## src/rtl/mux4_rr_arbiter_if.sv

```systemverilog
// mux4_rr_arbiter_if: four-requester word bus into the arbiter plus its registered valid/ready output.
interface mux4_rr_arbiter_if #(parameter int n = 32);
    logic [3:0]   req;
    logic [n-1:0] D0, D1, D2, D3;
    logic         out_ready;
    logic [3:0]   gnt;
    logic [1:0]   sel;
    logic [n-1:0] out;
    logic         out_valid;
    modport master (output req, D0, D1, D2, D3, out_ready, input gnt, sel, out, out_valid);
    modport slave  (input req, D0, D1, D2, D3, out_ready, output gnt, sel, out, out_valid);
endinterface

```

## src/rtl/mux4_rr_arbiter.sv

```systemverilog
// mux4_rr_arbiter: round-robin share of one 4:1 mux tree among four requesters,
// registering the winning word and presenting it over valid/ready.
module mux4_rr_arbiter #(parameter int n = 32) (
    input logic clk,
    input logic rst,
    mux4_rr_arbiter_if.slave bus
);
    typedef enum logic {IDLE, HOLD} state_t;
    state_t       state, next_state;
    logic [1:0]   ptr, w, c;
    logic         can_load, load;
    logic [n-1:0] lo, hi, mux;
    // scan from lowest priority to highest so the first candidate after ptr wins
    always_comb begin
        w = ptr;
        c = ptr;
        for (int k = 3; k >= 0; k--) begin
            c = ptr + 2'(k);
            w = bus.req[c] ? c : w;
        end
    end
    assign can_load = (state == IDLE) || bus.out_ready;
    assign load     = can_load && (|bus.req) && !rst;
    assign lo  = w[0] ? bus.D1 : bus.D0;
    assign hi  = w[0] ? bus.D3 : bus.D2;
    assign mux = w[1] ? hi : lo;
    always_ff @(posedge clk or posedge rst)
        if (rst) state <= IDLE;
        else     state <= next_state;
    always_comb
        next_state = load ? HOLD : (state == HOLD && bus.out_ready) ? IDLE : state;
    always_comb begin
        bus.gnt       = load ? 4'b0001 << w : 4'b0000;
        bus.out_valid = state == HOLD;
    end
    always_ff @(posedge clk or posedge rst)
        if (rst) begin
            bus.out <= '0;
            bus.sel <= '0;
            ptr     <= '0;
        end else if (load) begin
            bus.out <= mux;
            bus.sel <= w;
            ptr     <= w + 2'd1;
        end
endmodule

```

## src/flat_wrapper.sv

```systemverilog
// flat-port wrapper written by rule: the top's interface ports become plain ports
module mux4_rr_arbiter_flat 
#(parameter int n = 32)
  (clk, rst, bus_req, bus_D0, bus_D1, bus_D2, bus_D3, bus_out_ready, bus_gnt, bus_sel, bus_out, bus_out_valid);
  mux4_rr_arbiter_if #(.n(n)) bus_i ();
  input logic clk;
  input logic rst;
  input wire logic [$bits(bus_i.req)-1:0] bus_req;
  input wire logic [$bits(bus_i.D0)-1:0] bus_D0;
  input wire logic [$bits(bus_i.D1)-1:0] bus_D1;
  input wire logic [$bits(bus_i.D2)-1:0] bus_D2;
  input wire logic [$bits(bus_i.D3)-1:0] bus_D3;
  input wire logic [$bits(bus_i.out_ready)-1:0] bus_out_ready;
  output wire logic [$bits(bus_i.gnt)-1:0] bus_gnt;
  output wire logic [$bits(bus_i.sel)-1:0] bus_sel;
  output wire logic [$bits(bus_i.out)-1:0] bus_out;
  output wire logic [$bits(bus_i.out_valid)-1:0] bus_out_valid;
  assign bus_i.req = bus_req;
  assign bus_i.D0 = bus_D0;
  assign bus_i.D1 = bus_D1;
  assign bus_i.D2 = bus_D2;
  assign bus_i.D3 = bus_D3;
  assign bus_i.out_ready = bus_out_ready;
  assign bus_gnt = bus_i.gnt;
  assign bus_sel = bus_i.sel;
  assign bus_out = bus_i.out;
  assign bus_out_valid = bus_i.out_valid;
  mux4_rr_arbiter #(.n(n)) u_core (.clk(clk), .rst(rst), .bus(bus_i));
endmodule
```

## config.mk

```make
export PLATFORM = sky130hd
export DESIGN_NAME = mux4_rr_arbiter_flat
export DESIGN_NICKNAME = d
export VERILOG_FILES = /design/src/rtl/mux4_rr_arbiter_if.sv /design/src/rtl/mux4_rr_arbiter.sv /design/src/flat_wrapper.sv
export SDC_FILE = /design/constraint.sdc
export NUM_CORES = 1
export LEC_CHECK = 0
export CAP_MARGIN = 10
export CORE_ASPECT_RATIO = 1.5
export CORE_MARGIN = 3
export CORE_UTILIZATION = 40
export CTS_BUF_LIST = sky130_fd_sc_hd__clkbuf_2 sky130_fd_sc_hd__clkbuf_4 sky130_fd_sc_hd__clkbuf_8
export DETAILED_ROUTE_END_ITERATION = 10
export GPL_TIMING_DRIVEN = 1
export PLACE_DENSITY = 0.89
export SLEW_MARGIN = 10
export SYNTH_ARGS = -nofsm -noshare
export SYNTH_HDL_FRONTEND = slang
export SYNTH_SLANG_ARGS = --single-unit
export TNS_END_PERCENT = 30
```

## constraint.sdc

```tcl
create_clock -name clk -period 4.78 [get_ports clk]
set_input_delay 0.478 -clock clk [delete_from_list [all_inputs] [get_ports clk]]
set_output_delay 0.478 -clock clk [all_outputs]
set_load 0.02 [all_outputs]
```

# == Word-level counts from Yosys, hierarchy flattened ==
# Index checks and enable logic that the tools add are counted.
# word_totals
reg_bits,37
word_cells,39
# op_classes
shift,1
mux,18
n_addsub,4
bitwise_logic,1
order_cmp,4
reduce_logical,7
# ops
cell,count
$mux 32,3
$lt 2x3->1 const B,4
$bmux 1 s2,4
$mux 2,4
$mux 1,6
$add 2x1->2 const B,2
$add 2x2->2 const B,2
$mux 4,1
$reduce_or 4->1,1
$shl 1x2->4 const A,1
$logic_and 1x1->1,3
$reduce_bool 2->1,1
$logic_not 1->1,1
$logic_or 1x1->1,1
$not 1->1,1

# == Longest topological paths before layout ==
# depth
word_depth,9
ltp_mapped,7
ltp_nobuf,5

# == Least setup slack after synthesis ==
# Ideal clock, no wire load.
# synth_path
kind,input-to-output
startpoint,input port bus_req[2]
endpoint,output port bus_gnt[1]
arrival_ps,1860
path_slack_ps,2442
path_stages,6
path_buffers,1
path_cell_list,nor2b_1 > o21a_1 > nor3_1 > nand2_2 > buf_2 > nor2_1
# synth_between
elab_chain_len,8
word_cells_on_any_way,17
# synth_lines
element,line_no,text
"start, declared",flat_wrapper.sv:8,input wire logic [$bits(bus_i.req)-1:0] bus_req;
$bmux 1 s2,mux4_rr_arbiter.sv:19,w = bus.req[c] ? c : w;
$mux 1 (implied by the code),mux4_rr_arbiter.sv:19,
$mux 2 (4 in series),mux4_rr_arbiter.sv:19,
$shl 1x2->4,mux4_rr_arbiter.sv:33,bus.gnt = load ? 4'b0001 << w : 4'b0000;
$mux 4 (*),mux4_rr_arbiter.sv:33,
"end, declared",flat_wrapper.sv:14,output wire logic [$bits(bus_i.gnt)-1:0] bus_gnt;
# Mark *: on every way between the ends. The rest lies on a longest branch, timed or not. The select of a mux whose other input is x is not followed.

# == Final worst setup path ==
# layout_path
startpoint,input port bus_req[3]
endpoint,output port bus_gnt[1]
# The elaborated chain is that of the path after synthesis.

==> metrics <==
Post-DP HPWL=6760 um; antenna cells=0; Peak Freq=0.280 GHz; CP Capture Type=output port; worst setup path startpoint=bus_req[3]; chip height=104 um; DIE AREA=7480 um^2; Initial Util=0.415; Yosys reg bits=37; Ys Warns=0; clk sinks=37; gr ovfl total=0; clock skew=0.00567 ns; die extent in x=71.6 um; Mapped Area=2580 um^2; TritonCTS clock tree=yes; vias in the first global route=2,712; multi-input logic area=1500 um^2; critical-path cell list=clkdlybuf4s50_1 > nor4_1 > nor3_1 > nand2_2 > nor2_1 > clkdlybuf4s50_1; Layout Nets=525; maximum VDD drop=0.311 mV; final worst path period need=3.58 ns; proportion of layout cells with a drive suffix above 1=0.136; Port Buf Inserts=173; Crit path largest cell delay=0.66 ns; status=finished, final reports clean; pin count of the biggest net entering global routing=50; part of the Yosys area used for sequential elements=0.358; final setup margin=1.20 ns; Setup Total Neg Slack=0 ns; number of remaining DRC errors=0; clock buffer count from CTS=5; Mapped Nets=357; most frequent cells in the layout=clkdlybuf4s50_1 (173), mux2i_1 (62), dfrtp_1 (37); Storage cell area=926 um^2; number of flops mapped to enable cells by yosys=0; clk slew on worst S/H paths=0.07 ns; CP Max Fanout=16; Slew Limit Fails=0; hold path cells=2; First-pass DRT Iterations=4; Core Rows=35; Worst Reg2Reg Path Length in Cells=6; relative slew slack=0.454; Core Region=6220 um^2; worst hold path startpoint=u_core.bus.out[16]; CP required=4.30 ns; Power per Cell Area=440 nW/um^2; CP max stage cell=clkdlybuf4s50_1; ANT nets after route=0; H-tree depth=2; synth unique cells=35; Least-Margin Pin Slew=0.820 ns; area share of the largest cell type after synthesis=0.358; Finish-stage setup viols=0; initial antenna violation count=0; Syn Inst Count=222; Min-Delay Path Class=reg2reg; synth top area cells=dfrtp_1 (36%), mux2i_1 (24%), o221ai_2 (18%), nand2_1 (5.1%), buf_12 (3.9%); first-pass GRT wire length=13,400 um; period utilization=0.748; via count=2,452; GPL Wtd Cong=0.770; RSZ-0062 raised after global routing=no; Max Cap Viol=0; Overall Power=1930 uW; P_leak=0.00181 uW; area delta synth->final=69.5%; drt wl/cell=18.1 um; Clock Latency Late Sink=0.28 ns; GRT Resource Usage Total=0.225; Mean Syn Cell Area=11.6 um^2; clk buf depth=2; vias per inst=5.27; Ports=174; Most used DFF post-synth=dfrtp_1; final wirelength=8410 um; Final Hold Vio Count=0; commonest non-fill, non-tap cell in the layout=clkdlybuf4s50_1; top cell type by total area after synthesis=dfrtp_1; CP Class=in2out; Fillers=502; Async SR Flop Fraction=1.00; Hold-fix buffers, CTS=0; root buffer cell=clkbuf_8; DR iter-0 viols=70; critical register-to-register path startpoint=u_core.ptr[1]; Worst EP arrival=3.10 ns; post-cts resize count=0; Post-CTS Repair Setup Buffers=0; crit start category=primary input; critical path's most frequent cell=clkdlybuf4s50_1; DP Worst Slack=1.20 ns
## cells by family after synthesis
group,share of synthesized area
XOR/XNOR,0.00339
flip-flops,0.358
multiplexers,0.240
AO/OA/AOI/OAI,0.222
AND/OR/NAND/NOR,0.111
buffers and inverters,0.0654
## worst max-delay path, delay by kind of cell
family / cells / cell delay (ns)
simple gates: 4 / 1.39
buf+inv: 2 / 1.23
## routing by layer
layer	global-route usage	up-vias	wire length [um]	part of all wire
met4	0.0672	0	202	0.024
met1	0.248	1156	3030	0.36
met3	0.0406	18	505	0.060
li1	-	1184	-	-
met2	0.421	94	4670	0.56
met5	0	-	0	0
## state kept, by name, indices dropped and copies added, names as in the netlist
name / flops
u_core.bus.out_valid: 1
u_core.ptr: 2
u_core.bus.sel: 2
u_core.bus.out: 32
## through the flow
| step | area [um^2] | hold slack [ns] | utilization | instances |
|---|---|---|---|---|
| after floorplan | 2580 | 0.509 | - | 222 |
| after global placement | 4290 | 0.468 | 0.690 | 457 |
| after detailed placement | 4290 | 0.474 | 0.690 | 457 |
| after CTS | 4380 | 0.495 | 0.704 | 465 |
| after global routing | 4380 | 0.514 | 0.704 | 465 |
| final | 4380 | 0.489 | 0.704 | 465 |
## area by class of cell
type,count,share of cell area
Tap cell,74,0.0211
Inverter,2,0.00171
Sequential cell,37,0.211
Clock inverter,2,0.00229
Clock buffer,6,0.0174
Timing Repair Buffer,178,0.404
Multi-Input combinational cell,166,0.342
## Yosys cell counts (2+ instances only)
cell type / instances
buf_12: 5
dfrtp_1: 37
nand2_1: 35
buf_2: 7
o21ai_1: 2
nor3_1: 3
or3_1: 2
nor2b_1: 4
inv_1: 2
o221ai_2: 31
clkbuf_1: 2
clkbuf_4: 2
nor2_1: 6
mux2i_1: 62
o21a_1: 2
## worst paths after layout
check	to	slack, ns
setup / recovery	bus_gnt[1]	1.20
hold / removal	u_core.bus.out[16]	0.49
setup reg to reg	u_core.bus.out[29]	1.96
hold reg to reg	u_core.bus.out[16]	0.49
max in group asynchronous	u_core.bus.out[2]	3.75
min in group asynchronous	u_core.bus.out_valid	0.70
## where the power goes
part | leakage [uW] | internal (uW) | switching (uW)
Combinational | 0.00130 | 592 | 595
Clock | 0.0000484 | 107 | 106
Sequential | 0.000453 | 446 | 80.3
Total | 0.00181 | 1150 | 781
Note: power is estimated with default switching activity, not from simulation.
